===== src/rtl/ascii_stream_arbiter.sv =====
// rtl/ascii_stream_arbiter.sv - round-robin, line-locked merge of ASCII requester streams
module ascii_stream_arbiter #(
    parameter int p_num_reqs = 2,
    parameter int p_timeout  = 1024
) (
    input  logic                    clk,
    input  logic                    rst,
    input  logic [8*p_num_reqs-1:0] req_ascii,
    input  logic [p_num_reqs-1:0]   req_val,
    output logic [p_num_reqs-1:0]   req_rdy,
    output logic [7:0]              ascii,
    output logic                    ascii_val,
    output logic [$clog2(p_num_reqs)-1:0] grant_idx,
    output logic                    locked
);
    localparam int iw = $clog2(p_num_reqs);
    localparam int cw = $clog2(p_timeout + 1);

    typedef enum logic {
        st_idle   = 1'b0,
        st_locked = 1'b1
    } state_t;

    state_t          state, state_nxt;
    logic [iw-1:0]   ptr;
    logic [iw-1:0]   owner;
    logic [iw-1:0]   grant_q;
    logic [cw-1:0]   idle_cnt;

    logic [iw-1:0]   winner;
    logic            found;
    int              scan_idx;
    logic [iw-1:0]   sel;
    logic            xfer;
    logic [7:0]      xfer_char;
    logic            is_term;
    logic            timeout_hit;

    // Explicit wrap so non-power-of-two requester counts rotate correctly.
    function automatic logic [iw-1:0] wrap_inc(input logic [iw-1:0] i);
        return (i == iw'(p_num_reqs - 1)) ? '0 : i + 1'b1;
    endfunction

    always_comb begin
        found    = 1'b0;
        winner   = '0;
        scan_idx = 0;
        for (int k = 0; k < p_num_reqs; k++) begin
            scan_idx = int'(ptr) + k;
            if (scan_idx >= p_num_reqs) begin
                scan_idx = scan_idx - p_num_reqs;
            end
            if (!found && req_val[scan_idx]) begin
                found  = 1'b1;
                winner = iw'(scan_idx);
            end
        end
    end

    always_comb begin
        req_rdy = '0;
        sel     = (state == st_locked) ? owner : winner;
        if (state == st_locked) begin
            req_rdy[owner] = req_val[owner];
        end else if (found) begin
            req_rdy[winner] = 1'b1;
        end
    end

    assign xfer        = |(req_val & req_rdy);
    assign xfer_char   = req_ascii[8*sel +: 8];
    assign is_term     = (xfer_char == 8'h0A) || (xfer_char == 8'h1B);
    assign timeout_hit = (idle_cnt == cw'(p_timeout - 1));

    always_comb begin
        state_nxt = state;
        case (state)
            st_idle: begin
                if (xfer && !is_term) begin
                    state_nxt = st_locked;
                end
            end
            st_locked: begin
                if ((xfer && is_term) || (!xfer && timeout_hit)) begin
                    state_nxt = st_idle;
                end
            end
            default: state_nxt = st_idle;
        endcase
    end

    always_ff @(posedge clk) begin
        if (rst) begin
            state <= st_idle;
        end else begin
            state <= state_nxt;
        end
    end

    // A reset in the middle of a transfer drops that character.
    always_ff @(posedge clk) begin
        if (rst) begin
            ptr       <= '0;
            owner     <= '0;
            grant_q   <= '0;
            idle_cnt  <= '0;
            ascii     <= 8'h00;
            ascii_val <= 1'b0;
        end else begin
            ascii_val <= xfer;
            if (xfer) begin
                ascii <= xfer_char;
            end
            if (state == st_idle) begin
                if (xfer) begin
                    grant_q <= winner;
                    if (is_term) begin
                        ptr <= wrap_inc(winner);
                    end else begin
                        owner    <= winner;
                        idle_cnt <= '0;
                    end
                end
            end else begin
                if (xfer) begin
                    if (is_term) begin
                        ptr <= wrap_inc(owner);
                    end else begin
                        idle_cnt <= '0;
                    end
                end else if (timeout_hit) begin
                    ptr <= wrap_inc(owner);
                end else begin
                    idle_cnt <= idle_cnt + 1'b1;
                end
            end
        end
    end

    assign grant_idx = grant_q;
    assign locked    = (state == st_locked);

endmodule


===== config.mk =====
export PLATFORM = sky130hd
export DESIGN_NAME = ascii_stream_arbiter
export DESIGN_NICKNAME = d
export VERILOG_FILES = /design/src/rtl/ascii_stream_arbiter.sv
export SDC_FILE = /design/constraint.sdc
export NUM_CORES = 1
export LEC_CHECK = 0
export ABC_CLOCK_PERIOD_IN_PS = 1700
export CORE_MARGIN = 1
export CORE_UTILIZATION = 44
export DETAILED_ROUTE_END_ITERATION = 16
export PLACE_DENSITY = 0.77
export REMOVE_ABC_BUFFERS = 1
export SLEW_MARGIN = 20
export SYNTH_ARGS = -nofsm -noshare
export SYNTH_HDL_FRONTEND = slang
export SYNTH_SLANG_ARGS = --single-unit

===== constraint.sdc =====
create_clock -name clk -period 1.7 [get_ports clk]
set_input_delay 0.17 -clock clk [delete_from_list [all_inputs] [get_ports clk]]
set_output_delay 0.17 -clock clk [all_outputs]
set_load 0.05 [all_outputs]

==> Flow_metrics.wiki <==
{| class="wikitable"
! Metric !! Value
|-
| Antenna violations before repair || 0
|-
| Fraction of synthesis flops using an asynchronous set or reset pin || 0
|-
| Share of cells above drive strength 1 || 0.2577
|-
| Post-place setup slack || -0.2829 ns
|-
| First-pass detailed-route iteration total || 10
|-
| Die span in y || 57.16 um
|-
| Starting Density || 0.4732
|-
| Largest net degree at the start of global routing || 26
|-
| Setup slack, reg-to-reg || 0.06 ns
|-
| Setup TNS || 0 ns
|-
| Worst path setup slack after routing || 0.04019 ns
|-
| Most used cells in the layout excluding fill and tap cells || sky130_fd_sc_hd__clkdlybuf4s50_1, sky130_fd_sc_hd__dfxtp_1, sky130_fd_sc_hd__buf_4
|-
| First element of the critical path || ptr
|-
| Prevailing post-synth register cell || sky130_fd_sc_hd__dfxtp_1
|-
| Number of warnings reported in the yosys synthesis log || 0
|-
| Max-cap violations || 0
|-
| Post-placement cell area || 0.001808 mm2
|-
| Cells after Synth || 146
|-
| Fraction of the cycle the final worst path needs || 0.9764
|-
| Seq cells post-synth || 24
|-
| Final count of negative-setup-slack endpoints || 0
|-
| Unrepaired setup endpoints after global routing || true
|-
| Type of element capturing the critical path || output pin
|-
| TritonCTS clock tree || done
|-
| Origin of the critical flop-to-flop path || ptr
|-
| Buffer cell driving the clock tree root || sky130_fd_sc_hd__clkbuf_4
|-
| Outcome || finished, violations left
|-
| Setup Crit Path Kind || reg2out
|-
| Cell Area, Synth || about 0.0013 mm2
|-
| Number of primary I/O pins || 33
|-
| Clk_skew || 0.003672 ns
|-
| Leakage component of the power || approximately 0.00076 uW
|-
| Violated checks || design-rule violations
|-
| Path depth of the worst reg2reg path || 6
|-
| Layout overhead on the synthesized area || 43.27%
|-
| M1 wire length || 1.479 mm
|-
| TritonCTS Sinks || 24
|-
| Max_slew headroom || 0.6480
|-
| Drt drc || 3
|-
| Syn_area_per_cell || 9.170 um2
|-
| Vias in the first global route || ~1300
|-
| Power per cell area || 689.2 mW/mm2
|-
| Reg-to-Reg End || idle_cnt[9]
|-
| Met2 wire length || 1.668 mm
|-
| Final design area excluding fillers || 0.001918 mm2
|-
| Top fanout value on the critical path || 6
|-
| Clock Pin Slew Worst Setup and Hold Paths || 0.13 ns
|-
| Number of synthesized flops with an enable pin || 0
|-
| Simple-Gate Fraction of Synth Area || 0.2916
|-
| Type of the most critical hold path || reg2reg
|-
| Worst-skew pair later-pin latency || 0.32 ns
|-
| Number of different library cells in the post-synthesis netlist || 48
|-
| Routability cong. || 0.9282
|-
| Data arrival time of the critical path || 1.49 ns
|-
| HPWL after detailed placement || 2.504 mm
|-
| Highest metal layer with signal wires || met4
|-
| Adder-cell share of the synthesized area || 0.009346
|-
| Floorplan die area || 0.003267 mm2
|-
| Fraction of synthesized area in multiplexers || 0.08411
|-
| Antenna diode count || 0
|-
| Total wire length after detailed routing || 3.339 mm
|-
| Number of levels the H-tree was split into || 1
|-
| # fillers || 230
|-
| Pin slew with the least headroom to its limit || 0.5272 ns
|-
| Max VDD drop || 0.0004548 V
|-
| PortBufs || 32
|-
| Cell row count || 19
|-
| Compound-gate portion of the synthesized area || 0.1916
|-
| Total power draw || 1322 uW
|-
| Number of DRC violations after detailed-routing iteration 0 || 55
|-
| Critical Path Source Type || flip-flop
|-
| Residual antenna-violating net count after detailed routing || 0
|-
| Bufs on Longest Clock Path || 2
|-
| Total CTS buffers || 3
|-
| XOR/XNOR share of the synthesized area || 0.03271
|-
| Mean routed wirelength per cell || 14.84 um
|-
| Nets || 216
|-
| Core area || ~0.0028 mm2
|-
| Endpoints failing hold || 0
|-
| Data required time of the worst path || 1.53 ns
|-
| First-pass GRT wire length || approximately 5.6 mm
|-
| Number of vias per cell after detailed routing || 5.636
|-
| Overall via count from detail_route || 1268
|-
| Final Slew Violations || 0
|-
| Overall Global Routing Usage || 0.2209
|-
| Final core utilization || 0.6780
|-
| Most common library cell in the layout ignoring fill and taps || sky130_fd_sc_hd__clkdlybuf4s50_1
|-
| Main combinational cell family by area after synthesis || simple AND/OR/NAND/NOR gates
|-
| Die extent in x || approximately 57 um
|-
| Grt ovf || 0
|-
| Minimum period implied by the final worst setup slack || 1.660 ns
|-
| Met3 Routed Length || approximately 120 um
|-
| Highest clock rate || 602.5 MHz
|-
| Worst Setup EP || req_rdy[1]
|-
| Sequential fraction of the synthesis area || 0.3589
|}
sequential cells by signal (all words and copies together), names as in the netlist:
register   count
ascii_val      1
idle_cnt      11
grant_idx      1
locked         1
owner          1
ascii          8
ptr            1
Yosys cell counts, types with 4 or more instances:
| cell | number | area share |
|---|---|---|
| sky130_fd_sc_hd__xnor2_1 | 4 | 0.026 |
| sky130_fd_sc_hd__nand2_1 | 9 | 0.025 |
| sky130_fd_sc_hd__dfxtp_1 | 24 | 0.36 |
| sky130_fd_sc_hd__a211oi_1 | 8 | 0.045 |
| sky130_fd_sc_hd__mux2i_1 | 9 | 0.067 |
| sky130_fd_sc_hd__o32ai_1 | 5 | 0.033 |
| sky130_fd_sc_hd__nand3_1 | 5 | 0.019 |
| sky130_fd_sc_hd__nand2b_1 | 6 | 0.028 |
| sky130_fd_sc_hd__o21ai_0 | 5 | 0.019 |
| sky130_fd_sc_hd__nor2_1 | 15 | 0.042 |
final cells by class:
cell class	instances	area, um2	share of cell area
Sequential cell	24	485.5	0.2531
Timing Repair Buffer	50	489.2	0.2551
Tap cell	31	38.79	0.02022
Multi-Input combinational cell	114	860.8	0.4488
Inverter	2	7.507	0.003914
Clock buffer	4	36.28	0.01892
worst max-delay path, cell delays in order, from the launching register on:
cell                      delay, ns
sky130_fd_sc_hd__dfxtp_2       0.35
sky130_fd_sc_hd__and2b_2       0.23
sky130_fd_sc_hd__o21ai_4       0.26
sky130_fd_sc_hd__and2_4        0.21
sky130_fd_sc_hd__buf_12        0.13
through the flow:
step	hold WS, ns	instances
2_1_floorplan	0.2391	140
3_3_place_gp	0.4635	220
3_5_place_dp	0.4837	220
4_1_cts	0.5019	225
5_1_grt	0.5392	225
6_report	0.5021	225
how the worst min path moves through the flow:
stage | start | to | slack [ns] | cells past startpoint
3_3_place_gp | grant_idx | grant_idx | 0.46 | 2
5_1_grt | idle_cnt[10] | idle_cnt[10] | 0.54 | 1
4_1_cts | grant_idx | grant_idx | 0.50 | 2
2_1_floorplan | rst | grant_idx | 0.24 | 1
6_report | grant_idx | grant_idx | 0.50 | 2
3_5_place_dp | grant_idx | grant_idx | 0.48 | 2
kinds of logic after synthesis:
group	after synthesis
AOI/OAI and AO/OA	32
xor gates and xnor gates	5
and+or+nand+nor	66
DFF	24
muxes	10
adders and majority gates	1
buffers and inverters	8
layer usage:
metal	up-vias	track usage
met5	-	0
met4	0	0.1150
met3	9	0.03401
met2	30	0.3597
met1	588	0.2837
li1	641	-
where the power goes:
part | switching [uW] | total [uW] | internal, uW
Sequential | 15.2 | 607 | 592
Combinational | 227 | 404 | 176
Clock | 180 | 311 | 131
Total | 423 | 1320 | 899
timing repair:
action	CTS	global route
setup endpoints to repair	2	14
buffers inserted	1	0
resized for setup	1	22
hold buffers	0	0
pin swaps	0	4
(Power assumes the default switching activity.)
==> edit 1, RTL diff (same flow settings) <==
Reset style: asynchronous (`rst`), changed in 2 clocked blocks.
--- a/src/rtl/ascii_stream_arbiter.sv
+++ b/src/rtl/ascii_stream_arbiter.sv
@@ -89,7 +89,7 @@
         endcase
     end
 
-    always_ff @(posedge clk) begin
+    always_ff @(posedge clk or posedge rst) begin
         if (rst) begin
             state <= st_idle;
         end else begin
@@ -98,7 +98,7 @@
     end
 
     // A reset in the middle of a transfer drops that character.
-    always_ff @(posedge clk) begin
+    always_ff @(posedge clk or posedge rst) begin
         if (rst) begin
             ptr       <= '0;
             owner     <= '0;
Formal check against the unedited RTL: differs if rst is asserted again (counterexample within 4 cycles, from zero or initial values and one cycle with rst high); with rst held inactive, the same outputs for 10 cycles.
==> edit 1 against the original RTL <==
The flow finishes with violations (setup timing). Worst setup slack lost 0.080 ns. First-iteration DRC count grew 51%. Count of clock-buffer cells in the layout is 1 lower. Synthesized area down 2.4%. Global-route usage is 0.52 points higher. Design area increased by 0.52%. Critical endpoint is now req_rdy[0]. Routed wire length is 2.8% lower. Sequential cell count unchanged.
Power is not compared: it rests on default switching activity, and its combinational part moved more than twofold at a synthesized area within 25%.
==> edit 1: results (changes against the original RTL) <==
Setup path
  • Slowest stage cell, crit path: dfrtp_1
  • Worst-case reg-to-reg path depth: 6 (unchanged)
  • Crit Path Max Fanout: 4 (-2)
  • Max stage delay on crit path: 0.44 ns (+0.09 ns)
  • Crit path DAT: 1.57 ns (+0.08 ns)

Synth
  • Synth top cells by count: dfrtp_1, nand2_1, o21ai_0
  • Netlist cell types: 36 (-25%)
  • Share of Yosys cell area claimed by the top area cell type: 0.460 (+0.101)
  • Seq/Total Area, Yosys: 0.460 (+0.101)
  • Ranking of synthesized cells by area: dfrtp_1, mux2i_1, o21ai_0
  • Asr flop ratio synth: 1.00 (+1.00)
  • Post-synthesis average cell area: 9.90 um^2 (+7.9%)

GRT
  • First-pass GRT wire length: 5.58 mm (-0.25%)
  • GRT Total Usage: 0.226 (+0.00524)
  • Largest net degree at the start of global routing: 25 (-3.8%)
  • Number of global-route vias before repair: 1,298 (+3.2%)

Drt
  • Iteration-0 DRC Markers: 83 (+51%)
  • DRC: 0 (-3)
  • Wirelength per Cell: 15.4 um (+3.6%)
  • Via density: 5.72 (+1.4%)
  • Drt first pass iters: 6 (-4)

Cells and area
  • Final std cells w/o fill: 211 (-6.2%)
  • Nets: 203 (-6.0%)
  • Filler instances: 220 (-4.3%)
  • Share of cells above drive strength 1: 0.256 (-0.00218)

Pwr
  • Leak Pwr: 0.878 nW
  • Switching share of power: 0.457

CTS
  • CTS max path bufs: 2 (unchanged)
  • Root buffer cell: clkbuf_4
  • CTS clk-pin slew, worst paths: 0.13 ns (about the same)

Placed design
  • Global placement routability congestion: 0.842 (-9.3%)
  • Hpwl dp: 2.42 mm (-3.2%)

Outcome
  • Failing checks: setup timing
  • Status: finished with violations

STA
  • Final Setup Violations: 6 (+6)
  • Setup ws final: -0.0394 ns (-0.0796 ns)
  • Slew @ Worst Pin: 0.520 ns (-0.00770 ns)
  • Setup TNS: -0.199 ns (-0.199 ns)
  • Setup Skew: 0.00774 ns (+0.00407 ns)

Hold path
  • Worst Hold Class: in -> async

Job
  • Max-cap check violation count: 0 (unchanged)
-- edit 1: cell count changes after synthesis, moves of 3 or more --
cell / delta
a211oi_1: -8
a31o_1: +4
dfrtp_1: +24
dfxtp_1: -24
inv_1: +4
mux2i_1: +4
nand2_1: +8
nand3b_1: -3
nor2_1: -10
o21ai_0: +9
o32ai_1: -5
-- edit 1: cell type report --
type,instances,area share
clock buffers,3,0.0117
inverters,6,0.0117
multi-input cells,98,0.380
flip-flops and latches,24,0.313
well taps,31,0.0201
repair buffers,49,0.263
-- edit 1: cell families (layout without fill, tap and decap cells) --
kind of cell    Yosys count  after routing  synth area share
compound gates           30             30             0.144
mux                      14             14             0.117
simple gates             51             51             0.220
xor+xnor                  2              2            0.0134
buf+inv                  10             58            0.0364
fa+ha+maj                 1              1           0.00958
flops                    24             24             0.460
-- edit 1: final timing paths --
kind	from	to	slack (ns)
min	rst	ascii[7]	0.18
max reg2reg	owner	idle_cnt[9]	-0.04
max	owner	req_rdy[0]	-0.04
max in group asynchronous	rst	idle_cnt[8]	1.26
min in group clk	ascii[2]	ascii[2]	0.50
min reg2reg	ascii[2]	ascii[2]	0.50
-- edit 1: routing by layer --
layer | share of wire | wire (um) | global-route usage | vias up
li1 | - | - | - | 576
met1 | 0.40 | 1290 | 0.244 | 591
met2 | 0.54 | 1760 | 0.410 | 33
met3 | 0.046 | 148 | 0.0438 | 6
met4 | 0.016 | 52 | 0.122 | 0
met5 | 0 | 0 | 0 | -
-- edit 1: power groups by stage --
stage          Combinational [mW]  Clock (mW)  Sequential, mW
5_1_grt                      2.00       0.272           0.867
3_5_place_dp                 1.72           0           0.857
4_1_cts                      1.86       0.260           0.847
2_1_floorplan               0.621           0            1.29
3_3_place_gp                 1.68           0           0.850
6_report                     1.88       0.251           0.847
-- edit 1: timing repair --
action	in CTS	in global routing
hold buffers	0	0
setup endpoints to repair	6	20
setup buffers	2	0
resized for setup	9	23
pin swaps	5	2
-- edit 1: through the flow --
stage	setup slack, ns	hold slack (ns)	area [um^2]
detailed placement	-0.236	0.474	1780
floorplan	-0.605	0.185	1280
global route	-0.0888	0.254	1930
finish	-0.0394	0.182	1930
global placement	-0.176	0.463	1780
CTS	-0.0411	0.174	1860
-- edit 1: worst register-to-register path: stages (launching register included) --
cell and delay (ns):
dfrtp_1 0.44, and2_4 0.18, nor2b_4 0.12, or2_4 0.26, buf_4 0.16, or2_4 0.26
a31o_1 0.22
==> edit 2, RTL diff (same flow settings) <==
Made on the original files. `p_num_reqs`: 2 -> 4.
--- a/src/rtl/ascii_stream_arbiter.sv
+++ b/src/rtl/ascii_stream_arbiter.sv
@@ -1,6 +1,6 @@
 // rtl/ascii_stream_arbiter.sv - round-robin, line-locked merge of ASCII requester streams
 module ascii_stream_arbiter #(
-    parameter int p_num_reqs = 2,
+    parameter int p_num_reqs = 4,
     parameter int p_timeout  = 1024
 ) (
     input  logic                    clk,
Interface: changed (resized grant_idx, req_ascii, req_rdy and req_val); port bits go from 33 to 54. The function was not compared with the original's and may differ.
==> edit 2 against the original RTL <==
The run ends with setup timing left. Total power increased to 4.3 times the old value. Via count increased by 110%. Design area increased by 97%. Count of clock-buffer cells in the layout decreased by 1. Sequential power increased by 49%. Fmax decreased by 41%. Routed wire length increased to 2.7 times the old value. Clock skew increased by 0.0020 ns. Final cell count increased by 93%. Sequential cell count increased by 3. Synthesized area increased by 56%. Worst hold slack got worse by 0.045 ns. Worst setup slack got worse by 1.1 ns. Largest cell class unchanged. Highest routed layer unchanged.
==> edit 2: results (changes against the original RTL) <==
Placed design
  • Hpwl dp: 4.86 mm (+94%)
  • Placed cell area: 0.00312 mm^2 (+72%)
  • Placed cells: 403 (+83%)
  • Setup WS pre-CTS: -1.65 ns (-1.36 ns)
  • IO Port Bufs: 53 (+66%)
  • Global placement routability congestion: 0.866 (-6.7%)

Setup path
  • Slowest stage cell, crit path: or3_4
  • Critical Path Stages: 15 (+11)
  • CP endpoint: idle_cnt[4]
  • Crit path from: ptr[1]
  • Crit path DAT: 3.03 ns (+1.54 ns)
  • Worst-case reg-to-reg path depth: 15 (+9)
  • Max stage delay on crit path: 0.41 ns (+0.06 ns)

GRT
  • Met2 Track Usage GR: 0.620 (+0.260)
  • First-pass GRT wire length: 13.7 mm (+140%)
  • Met1 Usage GRT: 0.394 (+0.111)
  • GRT Total Usage: 0.346 (+0.125)

CTS
  • CTS clk-pin slew, worst paths: 0.11 ns (-0.02 ns)
  • Root buffer cell: clkbuf_8
  • Clk_lat worst skew: 0.29 ns (-0.03 ns)

Drt
  • Iteration-0 DRC Markers: 257 (+370%)
  • Routed wl met3: 484 um (+300%)
  • Drt first pass iters: 7 (-3)

Synth
  • Post-Synthesis Cells: 246 (+68%)
  • Netlist cell types: 59 (+23%)
  • Seq/Total Area, Yosys: 0.259 (-0.0994)
  • Synth top cells by count: nand2_1, dfxtp_1, a21oi_1

STA
  • Setup TNS: -26.36 ns (-26.36 ns)
  • Hold_ws: 0.457 ns (-0.0453 ns)
  • Setup ws final: -1.11 ns (-1.15 ns)
  • Final Setup Violations: 31 (+31)

Pwr
  • Worst vdd ir: 902 uV (+98%)
  • Leak Pwr: 1.51 nW (+98%)

Hold path
  • WHS Endpoint: ascii[3]

Cells and area
  • Final std cells w/o fill: 434 (+93%)

Outcome
  • Status: finished with violations
  • Failing checks: setup timing
==> edit 2: kinds of logic after synthesis <==
family	after synthesis	synth area share
flip-flops	27	0.259
multiplexers	20	0.114
AO/OA/AOI/OAI	72	0.262
adder cells (fa/ha/maj)	9	0.0541
buffers and inverters	23	0.0565
AND/OR/NAND/NOR	90	0.234
XOR/XNOR	5	0.0210
==> edit 2: power by group <==
| group | switching, mW | internal [mW] |
|---|---|---|
| clock network | 0.234 | 0.173 |
| logic | 2.28 | 2.12 |
| registers | 0.126 | 0.781 |
==> edit 2: area by class of cell <==
class,instances,area [um^2]
well taps,52,65.1
multi-input cells,196,1730
clock buffers,3,41.3
flip-flops and latches,27,546
fillers,232,669
repair buffers,145,1340
inverters,10,40.0
clock inverters,1,8.76
==> edit 2: timing repair <==
item,CTS,global route
endpoints found under the setup margin,31,31
buffers inserted,28,12
resized for setup,80,28
pin swaps,43,28
